File: src/rtl/reg_op_pkg.sv
`default_nettype none
// ============================================================================
//  Module      : reg_op_pkg
//  Description : Shared widths, opcode and FSM state encodings for the
//                register-operation sequencer.
//  Revision    : 1.0  initial release
// ============================================================================
package reg_op_pkg;

  localparam int DATA_W = 8;
  localparam int ADDR_W = 5;
  localparam int CNT_W  = 4;

  typedef enum logic [2:0] {
    OP_MOV = 3'd0,
    OP_ADD = 3'd1,
    OP_SUB = 3'd2,
    OP_INC = 3'd3,
    OP_CMP = 3'd4,
    OP_SUM = 3'd5,
    OP_MAX = 3'd6,
    OP_INV = 3'd7
  } op_e;

  typedef enum logic [2:0] {
    S_IDLE  = 3'd0,
    S_RD_A  = 3'd1,
    S_CAP_A = 3'd2,
    S_RD_B  = 3'd3,
    S_CAP_B = 3'd4,
    S_EXEC  = 3'd5,
    S_WR    = 3'd6,
    S_DONE  = 3'd7
  } state_e;

  // Ops that fetch a second operand from src_b.
  function automatic logic op_needs_b(input op_e op);
    return (op == OP_ADD) || (op == OP_SUB) || (op == OP_CMP);
  endfunction

  // Ops that loop over a register range.
  function automatic logic op_is_range(input op_e op);
    return (op == OP_SUM) || (op == OP_MAX);
  endfunction

endpackage
`default_nettype wire

File: src/rtl/reg_op_sequencer_if.sv
`default_nettype none
// ============================================================================
//  Module      : reg_op_sequencer_if
//  Description : Command handshake, register-file bus and status signals of
//                the register-operation sequencer.
//  Revision    : 1.0  initial release
// ============================================================================
interface reg_op_sequencer_if #(
  parameter int DATA_W = reg_op_pkg::DATA_W,
  parameter int ADDR_W = reg_op_pkg::ADDR_W
);
  // command channel
  logic              cmd_valid;
  logic              cmd_ready;
  logic [2:0]        cmd_op;
  logic [ADDR_W-1:0] cmd_src_a;
  logic [ADDR_W-1:0] cmd_src_b;
  logic [ADDR_W-1:0] cmd_dst;
  logic [3:0]        cmd_count;
  // register-file master port
  logic [ADDR_W-1:0] rf_address;
  logic              rf_read_en;
  logic              rf_write_en;
  logic [DATA_W-1:0] rf_data_in;
  logic [DATA_W-1:0] rf_data_out;
  // status
  logic              busy;
  logic              done;
  logic              err;
  logic              flag_carry;
  logic              flag_zero;
  logic              flag_ge;

  // Sequencer side.
  modport slave (
    input  cmd_valid, cmd_op, cmd_src_a, cmd_src_b, cmd_dst, cmd_count, rf_data_out,
    output cmd_ready, rf_address, rf_read_en, rf_write_en, rf_data_in,
    output busy, done, err, flag_carry, flag_zero, flag_ge
  );

  // Command issuer / register-file side.
  modport master (
    output cmd_valid, cmd_op, cmd_src_a, cmd_src_b, cmd_dst, cmd_count, rf_data_out,
    input  cmd_ready, rf_address, rf_read_en, rf_write_en, rf_data_in,
    input  busy, done, err, flag_carry, flag_zero, flag_ge
  );

endinterface
`default_nettype wire

File: src/rtl/alu8.sv
`default_nettype none
// ============================================================================
//  Module      : alu8
//  Description : Combinational ALU for the sequencer: add, subtract,
//                increment, compare and unsigned max, with carry/zero/ge.
//  Revision    : 1.0  initial release
// ============================================================================
module alu8
  import reg_op_pkg::*;
#(
  parameter int WIDTH = 8
) (
  input  op_e              i_op,
  input  logic [WIDTH-1:0] i_a,
  input  logic [WIDTH-1:0] i_b,
  output logic [WIDTH-1:0] o_y,
  output logic             o_carry,
  output logic             o_zero,
  output logic             o_ge
);

  logic [WIDTH:0] w_sum;
  logic [WIDTH:0] w_diff;
  logic [WIDTH:0] w_inc;

  assign w_sum  = {1'b0, i_a} + {1'b0, i_b};
  assign w_diff = {1'b0, i_a} - {1'b0, i_b};
  assign w_inc  = {1'b0, i_a} + (WIDTH + 1)'(1);

  // a >= b exactly when the subtraction does not borrow
  assign o_ge = ~w_diff[WIDTH];

  // Result and carry/borrow select; SUM reuses the adder, MAX the comparator.
  always_comb begin
    o_y     = i_a;
    o_carry = 1'b0;
    case (i_op)
      OP_ADD, OP_SUM: {o_carry, o_y} = w_sum;
      OP_SUB, OP_CMP: {o_carry, o_y} = w_diff;
      OP_INC:         {o_carry, o_y} = w_inc;
      OP_MAX:         o_y = o_ge ? i_a : i_b;
      default:        o_y = i_a;
    endcase
  end

  // For CMP the difference is zero exactly when a == b.
  assign o_zero = (o_y == '0);

endmodule
`default_nettype wire

File: src/rtl/reg_op_sequencer.sv
`default_nettype none
// ============================================================================
//  Module      : reg_op_sequencer
//  Description : Accepts one register operation at a time, fetches operands
//                from an external register file, executes on alu8 and writes
//                the result back, updating carry/zero/ge flags.
//  Revision    : 1.0  initial release
// ============================================================================
module reg_op_sequencer
  import reg_op_pkg::*;
#(
  parameter int DATA_W = reg_op_pkg::DATA_W,
  parameter int ADDR_W = reg_op_pkg::ADDR_W
) (
  input  wire logic         clk,
  input  wire logic         rst,
  reg_op_sequencer_if.slave bus
);

  state_e            r_state;
  state_e            w_state_nxt;
  op_e               r_op;
  op_e               w_cmd_op;
  logic [ADDR_W-1:0] r_src_a;
  logic [ADDR_W-1:0] r_src_b;
  logic [ADDR_W-1:0] r_dst;
  logic [CNT_W-1:0]  r_count;
  logic [CNT_W-1:0]  r_idx;
  logic [DATA_W-1:0] r_a;
  logic [DATA_W-1:0] r_b;
  logic [DATA_W-1:0] r_res;
  logic              r_err;
  logic              r_sum_c;
  logic              r_carry;
  logic              r_zero;
  logic              r_ge;

  logic              w_bad_cmd;
  logic              w_last;
  logic [DATA_W-1:0] w_alu_b;
  logic [DATA_W-1:0] w_alu_y;
  logic              w_alu_c;
  logic              w_alu_z;
  logic              w_alu_ge;

  assign w_cmd_op = op_e'(bus.cmd_op);
  // Invalid opcode, or an empty range, completes at once with err.
  // An empty count only matters for the range ops.
  assign w_bad_cmd = (w_cmd_op == OP_INV) ||
                     (op_is_range(w_cmd_op) && (bus.cmd_count == '0));
  assign w_last    = (r_idx == (r_count - CNT_W'(1)));

  // Range ops combine the fetched element with the running accumulator.
  assign w_alu_b = op_is_range(r_op) ? r_res : r_b;

  alu8 #(.WIDTH(DATA_W)) u_alu (
    .i_op    (r_op),
    .i_a     (r_a),
    .i_b     (w_alu_b),
    .o_y     (w_alu_y),
    .o_carry (w_alu_c),
    .o_zero  (w_alu_z),
    .o_ge    (w_alu_ge)
  );

  // State register; reset aborts any command in flight.
  always_ff @(posedge clk or posedge rst) begin
    if (rst) r_state <= S_IDLE;
    else     r_state <= w_state_nxt;
  end

  // Next-state decode.
  always_comb begin
    w_state_nxt = r_state;
    case (r_state)
      S_IDLE:  if (bus.cmd_valid) w_state_nxt = w_bad_cmd ? S_DONE : S_RD_A;
      S_RD_A:  w_state_nxt = S_CAP_A;
      S_CAP_A: w_state_nxt = op_needs_b(r_op) ? S_RD_B : S_EXEC;
      S_RD_B:  w_state_nxt = S_CAP_B;
      S_CAP_B: w_state_nxt = S_EXEC;
      S_EXEC: begin
        if (r_op == OP_CMP)                      w_state_nxt = S_DONE;
        else if (op_is_range(r_op) && !w_last)   w_state_nxt = S_RD_A;
        else                                     w_state_nxt = S_WR;
      end
      S_WR:    w_state_nxt = S_DONE;
      S_DONE:  w_state_nxt = S_IDLE;
      default: w_state_nxt = S_IDLE;
    endcase
  end

  // Register-file address: operand in read states, destination on write.
  always_comb begin
    bus.rf_address = '0;
    case (r_state)
      S_RD_A:  bus.rf_address = r_src_a + ADDR_W'(r_idx);
      S_RD_B:  bus.rf_address = r_src_b;
      S_WR:    bus.rf_address = r_dst;
      default: bus.rf_address = '0;
    endcase
  end

  assign bus.cmd_ready   = (r_state == S_IDLE);
  assign bus.busy        = (r_state != S_IDLE);
  assign bus.rf_read_en  = (r_state == S_RD_A) || (r_state == S_RD_B);
  assign bus.rf_write_en = (r_state == S_WR);
  assign bus.rf_data_in  = (r_state == S_WR) ? r_res : '0;
  assign bus.done        = (r_state == S_DONE);
  assign bus.err         = (r_state == S_DONE) && r_err;
  assign bus.flag_carry  = r_carry;
  assign bus.flag_zero   = r_zero;
  assign bus.flag_ge     = r_ge;

  // Command latch, operand capture, accumulation and flag update.
  always_ff @(posedge clk or posedge rst) begin
    if (rst) begin
      r_op    <= OP_MOV;
      r_src_a <= '0;
      r_src_b <= '0;
      r_dst   <= '0;
      r_count <= '0;
      r_idx   <= '0;
      r_a     <= '0;
      r_b     <= '0;
      r_res   <= '0;
      r_err   <= 1'b0;
      r_sum_c <= 1'b0;
      r_carry <= 1'b0;
      r_zero  <= 1'b0;
      r_ge    <= 1'b0;
    end else begin
      case (r_state)
        S_IDLE: begin
          if (bus.cmd_valid) begin
            r_op    <= w_cmd_op;
            r_src_a <= bus.cmd_src_a;
            r_src_b <= bus.cmd_src_b;
            r_dst   <= bus.cmd_dst;
            r_count <= bus.cmd_count;
            r_idx   <= '0;
            r_res   <= '0;
            r_sum_c <= 1'b0;
            r_err   <= w_bad_cmd;
          end
        end
        S_CAP_A: r_a <= bus.rf_data_out;
        S_CAP_B: r_b <= bus.rf_data_out;
        S_EXEC: begin
          case (r_op)
            OP_MOV: begin
              r_res  <= w_alu_y;
              r_zero <= w_alu_z;
            end
            OP_ADD, OP_SUB, OP_INC: begin
              r_res   <= w_alu_y;
              r_carry <= w_alu_c;
              r_zero  <= w_alu_z;
            end
            OP_CMP: begin
              r_ge   <= w_alu_ge;
              r_zero <= w_alu_z;
            end
            OP_SUM: begin
              // carry is sticky across the whole range, published on the last element
              r_res   <= w_alu_y;
              r_sum_c <= r_sum_c | w_alu_c;
              r_idx   <= r_idx + CNT_W'(1);
              if (w_last) begin
                r_carry <= r_sum_c | w_alu_c;
                r_zero  <= w_alu_z;
              end
            end
            OP_MAX: begin
              r_res <= w_alu_y;
              r_idx <= r_idx + CNT_W'(1);
              if (w_last) r_zero <= w_alu_z;
            end
            default: r_res <= r_res;
          endcase
        end
        default: r_res <= r_res;
      endcase
    end
  end

endmodule
`default_nettype wire

File: src/flat_wrapper.sv
// flat-port wrapper written by rule: the top's interface ports become plain ports
module reg_op_sequencer_flat import reg_op_pkg::*;
#(
  parameter int DATA_W = reg_op_pkg::DATA_W,
  parameter int ADDR_W = reg_op_pkg::ADDR_W
)
  (clk, rst, bus_cmd_valid, bus_cmd_op, bus_cmd_src_a, bus_cmd_src_b, bus_cmd_dst, bus_cmd_count, bus_rf_data_out, bus_cmd_ready, bus_rf_address, bus_rf_read_en, bus_rf_write_en, bus_rf_data_in, bus_busy, bus_done, bus_err, bus_flag_carry, bus_flag_zero, bus_flag_ge);
  reg_op_sequencer_if #(.DATA_W(DATA_W), .ADDR_W(ADDR_W)) bus_i ();
  input  wire logic clk;
  input  wire logic rst;
  input wire logic [$bits(bus_i.cmd_valid)-1:0] bus_cmd_valid;
  input wire logic [$bits(bus_i.cmd_op)-1:0] bus_cmd_op;
  input wire logic [$bits(bus_i.cmd_src_a)-1:0] bus_cmd_src_a;
  input wire logic [$bits(bus_i.cmd_src_b)-1:0] bus_cmd_src_b;
  input wire logic [$bits(bus_i.cmd_dst)-1:0] bus_cmd_dst;
  input wire logic [$bits(bus_i.cmd_count)-1:0] bus_cmd_count;
  input wire logic [$bits(bus_i.rf_data_out)-1:0] bus_rf_data_out;
  output wire logic [$bits(bus_i.cmd_ready)-1:0] bus_cmd_ready;
  output wire logic [$bits(bus_i.rf_address)-1:0] bus_rf_address;
  output wire logic [$bits(bus_i.rf_read_en)-1:0] bus_rf_read_en;
  output wire logic [$bits(bus_i.rf_write_en)-1:0] bus_rf_write_en;
  output wire logic [$bits(bus_i.rf_data_in)-1:0] bus_rf_data_in;
  output wire logic [$bits(bus_i.busy)-1:0] bus_busy;
  output wire logic [$bits(bus_i.done)-1:0] bus_done;
  output wire logic [$bits(bus_i.err)-1:0] bus_err;
  output wire logic [$bits(bus_i.flag_carry)-1:0] bus_flag_carry;
  output wire logic [$bits(bus_i.flag_zero)-1:0] bus_flag_zero;
  output wire logic [$bits(bus_i.flag_ge)-1:0] bus_flag_ge;
  assign bus_i.cmd_valid = bus_cmd_valid;
  assign bus_i.cmd_op = bus_cmd_op;
  assign bus_i.cmd_src_a = bus_cmd_src_a;
  assign bus_i.cmd_src_b = bus_cmd_src_b;
  assign bus_i.cmd_dst = bus_cmd_dst;
  assign bus_i.cmd_count = bus_cmd_count;
  assign bus_i.rf_data_out = bus_rf_data_out;
  assign bus_cmd_ready = bus_i.cmd_ready;
  assign bus_rf_address = bus_i.rf_address;
  assign bus_rf_read_en = bus_i.rf_read_en;
  assign bus_rf_write_en = bus_i.rf_write_en;
  assign bus_rf_data_in = bus_i.rf_data_in;
  assign bus_busy = bus_i.busy;
  assign bus_done = bus_i.done;
  assign bus_err = bus_i.err;
  assign bus_flag_carry = bus_i.flag_carry;
  assign bus_flag_zero = bus_i.flag_zero;
  assign bus_flag_ge = bus_i.flag_ge;
  reg_op_sequencer #(.DATA_W(DATA_W), .ADDR_W(ADDR_W)) u_core (.clk(clk), .rst(rst), .bus(bus_i));
endmodule
File: config.mk
export PLATFORM = sky130hd
export DESIGN_NAME = reg_op_sequencer_flat
export DESIGN_NICKNAME = d
export VERILOG_FILES = /design/src/rtl/reg_op_pkg.sv /design/src/rtl/reg_op_sequencer_if.sv /design/src/rtl/alu8.sv /design/src/rtl/reg_op_sequencer.sv /design/src/flat_wrapper.sv
export SDC_FILE = /design/constraint.sdc
export NUM_CORES = 1
export LEC_CHECK = 0
export CAP_MARGIN = 10
export CORE_AREA = 10 10 119 110
export CTS_CLUSTER_DIAMETER = 50
export DETAILED_ROUTE_END_ITERATION = 12
export DIE_AREA = 0 0 129 120
export PLACE_DENSITY = 0.76
export RECOVER_POWER = 25
export SLEW_MARGIN = 20
export SYNTH_ARGS = -nofsm -noshare
export SYNTH_HDL_FRONTEND = slang
export SYNTH_HIERARCHICAL = 1
export SYNTH_SLANG_ARGS = --single-unit
File: constraint.sdc
create_clock -name clk -period 3.5 [get_ports clk]
set_input_delay 0.35 -clock clk [delete_from_list [all_inputs] [get_ports clk]]
set_output_delay 0.35 -clock clk [all_outputs]
set_load 0.02 [all_outputs]
After elaboration in Yosys (flattened, before gate mapping)
Index checks and enable logic that the tools add are counted.
{ "classes": {"addsub": 6, "n_eq_ne": 23, "mux": 25, "bitwise": 2, "n_reduce_logical": 31} }
{ "ops": {"columns": ["op", "count"], "rows": [
  ["8-bit 2-to-1 mux", 5],
  ["8-bit case mux with 4 select lines", 1],
  ["3-bit equality test, second input constant", 10],
  ["3-bit case mux with 8 select lines", 1],
  ["8-bit case mux with 2 select lines", 1],
  ["3-bit 2-to-1 mux", 5],
  ["5-bit case mux with 3 select lines", 1],
  ["3-bit AND reduction", 5],
  ["3-bit by 2-bit equality test with 1-bit output, second input constant", 4],
  ["8-bit by 1-bit adder with 9-bit output, second input constant", 1],
  ["8-bit by 8-bit adder with 9-bit output", 1],
  ["8-bit by 8-bit subtractor with 9-bit output", 1],
  ["8-bit logical NOT", 1],
  ["4-bit 2-to-1 mux", 2],
  ["4-bit case mux with 2 select lines", 1],
  ["3-bit by 1-bit equality test with 1-bit output, second input constant", 2],
  ["3-bit logical NOT", 2],
  ["1-bit logical OR", 6],
  ["2-bit by 1-bit != test with 1-bit output, second input constant", 3],
  ["2-bit != test, second input constant", 3],
  ["1-bit case mux with 2 select lines", 3],
  ["2-bit nonzero test", 3],
  ["2-bit OR reduction", 3],
  ["6-bit OR reduction", 1],
  ["15 further kinds", 21]
]} }
{ "totals": {"register_bits": 58, "input_bits": 33} }

Longest topological paths before layout
Gate-level depths: netlist of the first run.
{ "depth": {"word_depth": 9, "depth_mapped": 17, "depth_no_buf": 15} }

Hierarchy
Netlist of the first run, hierarchy kept.
{ "by_module_without_submodules": {"columns": ["mod", "instances", "cells_per_inst", "area_per_inst_um2", "seq_area_each_um2"], "rows": [
  ["reg_op_sequencer", 1, 298, 2995.4, 1451.4],
  ["alu8", 1, 190, 1367.6, 0.0]
]} }

Least setup slack after synthesis of the first run
Ideal clock, no wire load.
{ "synth_path": {"kind": "reg2reg", "start": "register u_core.r_op[1]", "end": "register u_core.r_zero (netlist: u_core/bus.flag_zero)", "arrival_ps": 3688, "t_required_ps": 3436, "path_slack_ps": -252, "path_stages_with_launch": 16, "path_buffers": 2, "period_less_slack_ps": 3752, "path_cell_list": "dfrtp_1 -> buf_6 -> xnor2_4 -> nand2b_1 -> buf_6 -> mux2_2 -> ha_1 -> fa_1 -> nand2b_1 -> a21oi_1 -> o221a_1 -> o21ai_0 -> a221o_1 -> or4_1 -> nor4_2 -> mux2_4"} }
{ "synth_between": {"elab_chain_cells": 9} }
{ "synth_rtl": {"columns": ["element", "line_no", "rtl"], "rows": [
  ["start, declared", "reg_op_sequencer.sv:22", "op_e r_op;"],
  ["start signal, assigned", "reg_op_sequencer.sv:135", "r_op <= w_cmd_op;"],
  ["3-bit equality test", "reg_op_pkg.sv:43", "return (op == OP_SUM) || (op == OP_MAX);"],
  ["1-bit logical OR (*)", "reg_op_pkg.sv:43", null],
  ["8-bit 2-to-1 mux (*)", "reg_op_sequencer.sv:54", "assign w_alu_b = op_is_range(r_op) ? r_res : r_b;"],
  ["net u_core.w_alu_b[0]", "reg_op_sequencer.sv:40", "logic [DATA_W-1:0] w_alu_b;"],
  ["8-bit by 8-bit subtractor with 9-bit output", "alu8.sv:27", "assign w_diff = {1'b0, i_a} - {1'b0, i_b};"],
  ["8-bit 2-to-1 mux", "alu8.sv:41", "OP_MAX: o_y = o_ge ? i_a : i_b;"],
  ["8-bit case mux with 4 select lines (*)", "alu8.sv:37", "case (i_op)"],
  ["net u_core.w_alu_y[4]", "reg_op_sequencer.sv:41", "logic [DATA_W-1:0] w_alu_y;"],
  ["8-bit logical NOT (*)", "alu8.sv:47", "assign o_zero = (o_y == '0);"],
  ["net u_core.w_alu_z", "reg_op_sequencer.sv:43", "logic w_alu_z;"],
  ["1-bit 2-to-1 mux", "reg_op_sequencer.sv:168, reg_op_sequencer.sv:176", null],
  ["1-bit case mux with 2 select lines (*)", "reg_op_sequencer.sv:149", "case (r_op)"],
  ["end signal, assigned", "reg_op_sequencer.sv:152", "r_zero <= w_alu_z;"],
  ["end signal, assigned", "reg_op_sequencer.sv:170", "r_zero <= w_alu_z;"],
  ["end signal, assigned", "reg_op_sequencer.sv:176", "if (w_last) r_zero <= w_alu_z;"],
  ["end, declared", "reg_op_sequencer.sv:35", "logic r_zero;"]
]} }
The timed path passes the listed nets; every way through them passes the cells marked *. The select of a mux whose other input is x is not followed.
A chain may end at the register's enable or synchronous reset.

Worst setup path after layout of the first run
Ends and elaborated chain as after synthesis.

==> results of run 1 <==
## placed cells by master, fill, tap and decap left out, drive strengths merged, types with 4 or more instances in the layout
| cell type | instances |
|---|---|
| o211ai | 4 |
| nand2 | 95 |
| clkdlybuf4s50 | 53 |
| nor3 | 10 |
| nor2 | 20 |
| clkbuf | 11 |
| mux2i | 4 |
| a211oi | 9 |
| o21bai | 5 |
| xor2 | 12 |
| ha | 23 |
| inv | 27 |
| o31ai | 5 |
| nor2b | 6 |
| a31oi | 5 |
| nand2b | 6 |
| a21oi | 19 |
| o2111ai | 4 |
| nand3b | 6 |
| buf | 48 |
| nor3b | 4 |
| xnor2 | 8 |
| a21o | 5 |
| o21ai | 27 |
| and3 | 5 |
| dfrtp | 58 |
| or3 | 4 |
| nand3 | 9 |
| mux2 | 26 |
| and2 | 12 |
## per-layer routing
| layer | track usage [%] | wire [um] | part of all wire (%) | up-vias |
|---|---|---|---|---|
| met3 | 4.31 | 858 | 6.6 | 36 |
| met1 | 21.4 | 5860 | 45 | 1919 |
| li1 | - | - | - | 1906 |
| met4 | 6.61 | 369 | 2.8 | 0 |
| met5 | 0 | 0 | 0 | - |
| met2 | 26.9 | 5940 | 46 | 178 |
## critical path: cells and delay by family (launching register included)
family / cells / cell delay (ns)
xor+xnor: 1 / 0.17
flops: 1 / 0.44
fa+ha+maj: 2 / 0.54
mux: 2 / 0.54
compound gates: 4 / 0.76
simple gates: 4 / 1.14
## per-stage QoR
stage	setup TNS, ns	setup WS, ns	util [%]
after detailed placement	-0.198	-0.198	49.4
after CTS	-0.128	-0.128	52.9
final	-0.133	-0.133	53.5
after floorplan	-0.0534	-0.0534	-
after global placement	-0.0222	-0.0222	49.4
after global routing	-0.276	-0.241	53.5
## synth_stat cells, types with 6 or more instances
library cell and count:
a211oi_1 8, a21oi_1 18, and2_1 10, buf_2 10
dfrtp_1 58, ha_1 23, inv_1 27, mux2_2 25
nand2_1 95, nand2b_1 6, nand3_1 7, nand3b_1 6
nor2_1 20, nor3_1 7, o21ai_0 26, xnor2_1 7
xor2_1 12
## worst paths after layout
check | from | endpoint | slack, ns
setup reg to reg | u_core/r_op[1]$_DFFE_PP0P_ | u_core/bus.flag_zero$_DFFE_PP0P_ | -0.13
max in group asynchronous | rst | u_core/r_op[1]$_DFFE_PP0P_ | 0.66
hold / removal | u_core/r_src_b[4]$_DFFE_PP0P_ | u_core/r_src_b[4]$_DFFE_PP0P_ | 0.48
min in group asynchronous | rst | u_core/r_b[6]$_DFFE_PP0P_ | 0.78
hold reg to reg | u_core/r_src_b[4]$_DFFE_PP0P_ | u_core/r_src_b[4]$_DFFE_PP0P_ | 0.48
setup / recovery | u_core/r_op[1]$_DFFE_PP0P_ | u_core/bus.flag_zero$_DFFE_PP0P_ | -0.13
## final cells by class
cell class | instances | area [um2] | area share, %
timing repair buffer | 103 | 905 | 15.9
inverter | 28 | 105 | 1.85
tap | 133 | 166 | 2.93
clock inverter | 5 | 55.1 | 0.968
sequential | 58 | 1450 | 25.5
clock buffer | 10 | 239 | 4.20
multi-input combinational | 378 | 2770 | 48.6
## flip-flops by register name, summed over array words and instances, names as in the netlist, 3 cells and up
signal,cells
u_core/r_src_b,5
u_core/r_res,8
u_core/r_a,8
u_core/r_op,3
u_core/r_count,4
u_core/r_dst,5
u_core/r_b,8
u_core/r_idx,4
u_core/r_state,3
u_core/r_src_a,5
## cell families after synthesis
logic type      count (synthesis)  synth area share (%)
compound gates                110                  17.7
xor+xnor                       21                  4.96
fa+ha+maj                      27                  8.20
buf+inv                        52                  5.97
flops                          58                  33.3
mux                            30                  7.71
simple gates                  190                  22.2
## timing repair
item	4_1_cts	5_1_grt
endpoints found under the setup margin	1	3
hold endpoints to repair	0	0
setup buffers	5	3
pin swaps	12	3
gates resized for setup	9	10
==> metrics.md, run 1 <==
| Metric | Value |
|---|---|
| Initial antenna violation count | 0 |
| Max-cap violations | 0 |
| Critical Path Max Stage Delay | 0.49 ns |
| CTS Buf Count | 9 |
| Synth async-reset ratio | 100% |
| # IOs | 55 |
| Sequential fraction of the synthesis area | between 30% and 40% |
| Non-Filler Instances | 715 |
| Synth top area share | 33.3% |
| Syn_area_per_cell | just under 9 um2 |
| Main synth FF type | dfrtp_1 |
| Number of global-route vias before repair | about 4200 |
| Failing checks | negative setup slack |
| 1st-pass router iterations | 5 |
| Unique masters post-synth | between 70 and 80 |
| Clock buffer depth | 2 |
| CP arrival | 3.89 ns |
| Core area | between 0.01 and 0.015 mm2 |
| Hold WC Path Type | reg -> reg |
| Number of enable flip-flop cells after synthesis | 0 |
| # DRC | 0 |
| DR iter-0 viols | between 300 and 400 |
| Reg2reg path depth | 13 |
| Average routed wire per standard cell | between 15 and 20 um |
| Skew-Pair Late Insertion Delay | roughly 0.32 ns |
| Final worst slack | -0.133 ns |
| Rel. slew slack | less than 1% |
| Final setup viols | 1 |
| Flops & latches, synth | between 50 and 60 |
| Crit start category | flop |
| Status | complete, but fails checks |
| Clock transition at path regs | ~0.05 ns |
| Final WL | ~13000 um |
| Clock sink total | between 50 and 60 |
| Ratio of final minimum period to clock period | 104% |
| Placer Congestion | between 0.9 and 1 |
| Layout area overhead | 30.4% |
| Final hold violations | 0 |
| Post-synth net total | about 550 |
| First-pass GRT wire length | ~21000 um |
| CP max FO | 8 |
| Worst-case clock skew | 0.00928 ns |
| Design area | approximately 0.0057 mm2 |
| Fmax | 0.275 GHz |
| Port buffer count | 54 |
| H-Tree Depth | 3 |
| GRT Overall Usage | between 10% and 20% |
| Crit Path Category | reg -> reg |
| Via count | slightly above 4000 |
| Full die area | around 0.015 mm2 |
| HPWL Detailed | ~9800 um |
| DRT antenna net count | 0 |
| Crit-path cells | xnor2_4, nand2b_4, mux2_4, ha_4, fa_2, nand2b_4, a21oi_4, o221a_1, o21ai_2, a221o_1, or4_1, nor4_2, mux2_4 |
| Area leader, netlist | dfrtp_1 |
| N_diodes | 0 |
| Worst-margin pin slew | approximately 1.5 ns |
| RSZ-0062 raised after global routing | yes |
| Synth Cell Area | 0.00436 mm2 |
| CTS tree | done |
| Final Slew Violations | 0 |
| Site Rows | 36 |
| Placed cell count | approximately 700 |
| Hold path depth | 2 |
| Layout Nets | around 640 |
| Clock root cell | clkbuf_16 |
| Fillers | around 930 |
| WHS | roughly 0.48 ns |
| Synth warnings | 6 |
| Min Clock Period, post-route | 3.63 ns |
| Layout cells sized above 1 | between 20% and 30% |
| Starting Density | between 40% and 50% |
| DP Area | between 0.005 and 0.006 mm2 |
| CP max stage cell | or4_1 |
| Cell count after synthesis | 488 |
| Die width | 129 um |
| CP endpoint kind | flop |
| Synth area leaders | dfrtp_1 33%, nand2_1 8.2%, ha_1 6.6%, mux2_2 6.5%, o21ai_0 3.0% |
| GRT overflow | 0 |
| Worst path required time | between 3 and 4 ns |
| Largest net degree at the start of global routing | 33 |
| Hold Buf Count CTS | 0 |
| Vias per cell | between 5 and 6 |
| Die height | roughly 120 um |
Power of run 1 is not shown: default switching activity piles up to over one toggle a cycle in this logic, so the estimate is an artifact.
==> inputs of run 2 (changes only) <==
--- a/config.mk
+++ b/config.mk
@@ -6,10 +6,10 @@
 export NUM_CORES = 1
 export LEC_CHECK = 0
 export CAP_MARGIN = 10
-export CORE_AREA = 10 10 119 110
+export CORE_AREA = 2 2 111 102
 export CTS_CLUSTER_DIAMETER = 50
 export DETAILED_ROUTE_END_ITERATION = 12
-export DIE_AREA = 0 0 129 120
+export DIE_AREA = 0 0 113 104
 export PLACE_DENSITY = 0.76
 export RECOVER_POWER = 25
 export SLEW_MARGIN = 20
==> metrics.md, run 2 (synthesis results as in run 1) <==
| Metric | Value |
|---|---|
| Site Rows | 36 |
| CP arrival | between 3 and 4 ns |
| CP max stage cell | or4_4 |
| Worst-margin pin slew | around 1.2 ns |
| Initial antenna violation count | 0 |
| CTS Buf Count | 9 |
| Die height | approximately 100 um |
| Non-Filler Instances | 714 |
| GRT Overall Usage | approximately a fifth |
| Final Slew Violations | 0 |
| HPWL Detailed | approximately 9000 um |
| Core area | about 0.011 mm2 |
| Fin util | a little over half |
| Final worst slack | -0.154 ns |
| Uppermost layer routed | met4 |
| Dpl ws | -0.0920 ns |
| Crit-path cells | xnor2_4, nand2b_4, mux2_4, ha_4, fa_2, nor2b_4, o2111ai_4, nand3_4, a211oi_2, a311o_1, or4_4, nor4_4, mux2_4 |
| Average routed wire per standard cell | about 18 um |
| Clock buffer depth | 2 |
| DR WL met2 | 5880 um |
| Min Clock Period, post-route | between 3 and 4 ns |
| Setup TNS | -0.154 ns |
| Via count | 4063 |
| Status | complete, but fails checks |
| Critical Path Max Stage Delay | ~0.55 ns |
| Worst-case clock skew | around 0.006 ns |
| N_diodes | 0 |
| Worst path required time | approximately 3.8 ns |
| Hold WC Path Type | reg -> reg |
| CP startpoint | u_core/r_op[1]$_DFFE_PP0P_ |
| # IOs | 55 |
| CP max FO | 8 |
| Placed cell count | roughly 690 |
| Starting Density | 41.0% |
| Layout area overhead | 30.7% |
| WL met3 | between 800 and 900 um |
| RSZ-0062 raised after global routing | yes |
| CP endpoint kind | flop |
| DRT antenna net count | 0 |
| Crit Path Category | reg -> reg |
| Skew-Pair Late Insertion Delay | about 0.32 ns |
| Crit start category | flop |
| Area occupied by multi-input gates | 0.00282 mm2 |
| GRT overflow | 0 |
| # DRC | 0 |
| Rel. slew slack | 22.7% |
| Final WL | between 10000 and 15000 um |
| Met1 wire length | about 5600 um |
| CP most frequent cell | mux2_4 |
| First-pass GRT wire length | ~20000 um |
| Vias per cell | between 5 and 6 |
| Failing checks | negative setup slack |
| H-Tree Depth | 3 |
| DR iter-0 viols | 358 |
| Hold Crit Start | u_core/r_src_b[0]$_DFFE_PP0P_ |
| Number of global-route vias before repair | 3998 |
| Die width | around 110 um |
| Fillers | 952 |
| Most common cell after layout, fill and taps aside | nand2_1 |
| 1st-pass router iterations | 4 |
| Largest net degree at the start of global routing | 32 |
| Full die area | 0.0118 mm2 |
| Port buffer count | between 50 and 60 |
| Hold path depth | 2 |
| Final setup viols | 1 |
| Register area | 0.00145 mm2 |
| Max-cap violations | 0 |
| Largest regs | u_core/r_a (8), u_core/r_b (8), u_core/r_res (8) |
| Reg2reg path depth | 13 |
| Clock root cell | clkbuf_16 |
| Placer Congestion | ~1.0 |
| Worst Setup EP | u_core/bus.flag_zero$_DFFE_PP0P_ |
| CTS tree | done |
| Setup slack, reg-to-reg | -0.15 ns |
| Fmax | approximately 0.27 GHz |
| Clock sink total | 58 |
| Layout Nets | around 640 |
| Clock transition at path regs | around 0.050 ns |
| Final hold violations | 0 |
| Ratio of final minimum period to clock period | 104% |
| Most frequent cells in the layout | 95 x nand2_1, 56 x dfrtp_1, 53 x clkdlybuf4s50_1 |
| Reg-to-Reg Start | u_core/r_op[1]$_DFFE_PP0P_ |
| Layout cells sized above 1 | between 20 and 25% |
| Reg2reg end | u_core/bus.flag_zero$_DFFE_PP0P_ |
## run 2: worst min-delay path by stage
stage,slack [ns],to
floorplan,0.44,u_core/r_err$_DFFE_PP0P_
global placement,0.46,u_core/r_src_b[0]$_DFFE_PP0P_
detailed placement,0.46,u_core/r_err$_DFFE_PP0P_
CTS,0.45,u_core/r_res[4]$_DFFE_PP0P_
global route,0.49,u_core/r_src_b[0]$_DFFE_PP0P_
finish,0.47,u_core/r_src_b[0]$_DFFE_PP0P_
## run 2: what timing repair did
action,in CTS,in global routing
gates resized for setup,4,24
hold buffers,0,0
hold endpoints to repair,0,0
setup buffers,2,11
pin swaps,3,12
setup endpoints to repair,1,2
## run 2: final cells by class
cell class                 count  area share (%)
clock buffer                  14            4.46
sequential                    58            25.5
multi-input combinational    378            49.4
tap                          133            2.92
timing repair buffer         103            15.9
inverter                      28            1.84
## run 2: metrics by stage
step	hold slack [ns]	area, um2
after floorplan	0.439	4390
after global placement	0.457	5220
after detailed placement	0.465	5220
after CTS	0.447	5510
after global routing	0.493	5700
final	0.475	5700
## run 2: critical path, delay by kind of cell (launching register included)
kind / cells / cell delay [ns]
XOR/XNOR: 1 / 0.17
AND/OR/NAND/NOR: 5 / 1.29
multiplexers: 2 / 0.53
flip-flops: 1 / 0.44
AO/OA/AOI/OAI: 3 / 0.58
adder cells (fa/ha/maj): 2 / 0.57
## run 2: routing by layer
metal  track usage, %  up-vias
met2             33.9      187
met1             28.9     1943
li1                 -     1896
met5                0        -
met4             8.80        0
met3             3.38       37
Power of run 2 is left out for the same reason.
==> inputs of run 3 (changes only) <==
--- a/config.mk
+++ b/config.mk
@@ -6,11 +6,13 @@
 export NUM_CORES = 1
 export LEC_CHECK = 0
 export CAP_MARGIN = 10
-export CORE_AREA = 2 2 111 102
+export CELL_PAD_IN_SITES_DETAIL_PLACEMENT = 1
+export CELL_PAD_IN_SITES_GLOBAL_PLACEMENT = 2
+export CORE_AREA = 2 2 129 118
 export CTS_CLUSTER_DIAMETER = 50
 export DETAILED_ROUTE_END_ITERATION = 12
-export DIE_AREA = 0 0 113 104
-export PLACE_DENSITY = 0.76
+export DIE_AREA = 0 0 131 120
+export PLACE_DENSITY = 0.81
 export RECOVER_POWER = 25
 export SLEW_MARGIN = 20
 export SYNTH_ARGS = -nofsm -noshare
==> metrics.md, run 3 (synthesis results as in run 1) <==
| Metric | Value |
|---|---|
| Status | complete, but fails checks |
| Failing checks | negative setup slack |
| Layout Nets | about 640 |
| Clock transition at path regs | ~0.050 ns |
| Placer Congestion | 0.962 |
| Dpl ws | -0.117 ns |
| Fin util | a little over 40% |
| Via count | around 4100 |
| Number of global-route vias before repair | around 4300 |
| 1st-pass router iterations | 6 |
| DR iter-0 viols | between 200 and 300 |
| Crit start category | flop |
| Setup slack, reg-to-reg | -0.07 ns |
| Die height | 120 um |
| Fmax | approximately 0.28 GHz |
| Most frequent cells in the layout | 95 x nand2_1, 56 x dfrtp_1, 53 x clkdlybuf4s50_1 |
| Fillers | approximately 1700 |
| Min Clock Period, post-route | roughly 3.6 ns |
| DRT antenna net count | 0 |
| Most common cell after layout, fill and taps aside | nand2_1 |
| CP endpoint kind | flop |
| Final WL | 14500 um |
| Vias per cell | 5.16 |
| Reg2reg end | u_core/bus.flag_zero$_DFFE_PP0P_ |
| HPWL Detailed | ~11000 um |
| Register area | between 0.001 and 0.0015 mm2 |
| # DRC | 0 |
| Site Rows | between 40 and 50 |
| Average routed wire per standard cell | around 18 um |
| Final worst slack | -0.0732 ns |
| Crit Path Category | reg -> reg |
| Worst-case clock skew | about 0.0051 ns |
| Setup TNS | -0.0732 ns |
| N_diodes | 0 |
| # IOs | 55 |
| Skew-Pair Late Insertion Delay | 0.33 ns |
| Max-cap violations | 0 |
| First-pass GRT wire length | about 23000 um |
| WHS | around 0.48 ns |
| Final setup viols | 1 |
| Hold path depth | 2 |
| CP max FO | 7 |
| Largest regs | u_core/r_a (8), u_core/r_b (8), u_core/r_res (8) |
| H-Tree Depth | 3 |
| Clock root cell | clkbuf_16 |
| Hold Crit Start | u_core/r_dst[4]$_DFFE_PP0P_ |
| Hold WC Path Type | reg -> reg |
| Rel. slew slack | a little over an eighth |
| Layout cells sized above 1 | roughly a quarter |
| Reg2reg path depth | 13 |
| RSZ-0062 raised after global routing | yes |
| Core area | approximately 0.014 mm2 |
| Worst path required time | 3.76 ns |
| Die width | between 100 and 150 um |
| Full die area | 0.0157 mm2 |
| Ratio of final minimum period to clock period | 102% |
| GRT overflow | 0 |
| Reg-to-Reg Start | u_core/r_op[1]$_DFFE_PP0P_ |
| Final hold violations | 0 |
| Port buffer count | between 50 and 60 |
| Layout area overhead | 34.7% |
| Worst hold endpoint | u_core/r_dst[4]$_DFFE_PP0P_ |
| Initial antenna violation count | 0 |
| Starting Density | between 30% and 40% |
| Clock sink total | 58 |
| Worst-margin pin slew | 1.30 ns |
| GRT Overall Usage | between 10% and 20% |
| CTS tree | done |
| Hold Buf Count CTS | 0 |
| Area occupied by multi-input gates | 0.00281 mm2 |
| Final Slew Violations | 0 |
| CTS Buf Count | 9 |
| Largest net degree at the start of global routing | 33 |
| Clock buffer depth | 2 |
| CP arrival | approximately 3.8 ns |
run 3: cell types whose count changed in the layout (fill, tap and decap cells not counted), moves of 2 or more:
cell	previous run	this run
clkinv_2	0	4
inv_2	0	2
o21ai_1	2	0
clkbuf_1	4	1
inv_1	27	25
bufinv_16	0	2
buf_4	48	51
run 3: timing repair:
action,CTS,global route
endpoints found under the setup margin,2,6
resized for setup,14,14
buffers inserted,4,6
cloned,0,0
pin swaps,6,13
endpoints found under the hold margin,0,0
run 3: final cells by class:
class | count | area share [%]
clock buffer | 10 | 4.07
clock inverter | 6 | 1.36
inverter | 28 | 1.79
multi-input combinational | 378 | 47.8
sequential | 58 | 24.7
tap | 198 | 4.22
timing repair buffer | 107 | 16.0
run 3: per-stage QoR:
stage | area, um2 | instances
final | 5880 | 785
after global routing | 5880 | 785
after CTS | 5780 | 779
after detailed placement | 5350 | 759
after global placement | 5350 | 759
after floorplan | 4390 | 488
run 3: layer usage:
layer	up-vias	wire, um	track usage, %
met5	-	0	0
met4	0	361	6.38
met3	27	656	3.43
met2	106	6530	29.6
met1	2015	6970	27.3
li1	1905	-	-
run 3: worst max-delay path by stage:
stage / start / end / slack (ns) / cells past startpoint
6_report: u_core/r_op[1]$_DFFE_PP0P_ / u_core/bus.flag_zero$_DFFE_PP0P_ / -0.07 / 13
3_3_place_gp: u_core/r_op[0]$_DFFE_PP0P_ / u_core/bus.flag_zero$_DFFE_PP0P_ / -0.03 / 13
2_1_floorplan: u_core/r_op[1]$_DFFE_PP0P_ / u_core/bus.flag_zero$_DFFE_PP0P_ / -0.05 / 15
3_5_place_dp: u_core/r_op[0]$_DFFE_PP0P_ / u_core/bus.flag_zero$_DFFE_PP0P_ / -0.12 / 13
5_1_grt: u_core/r_op[1]$_DFFE_PP0P_ / u_core/bus.flag_zero$_DFFE_PP0P_ / -0.19 / 13
4_1_cts: u_core/r_op[0]$_DFFE_PP0P_ / u_core/bus.flag_zero$_DFFE_PP0P_ / -0.04 / 13
run 3: worst max-delay path, cell delays in order (launching register included):
cell and delay [ns]:
dfrtp_2 0.44, xnor2_4 0.18, nand2b_4 0.22, mux2_4 0.35
ha_4 0.17, fa_2 0.39, nor2b_4 0.17, o2111ai_4 0.15
nand3_4 0.14, a211oi_1 0.09, a311o_1 0.35, or4_4 0.55
nor4_4 0.14, mux2_4 0.17
Power of run 3 is left out for the same reason.
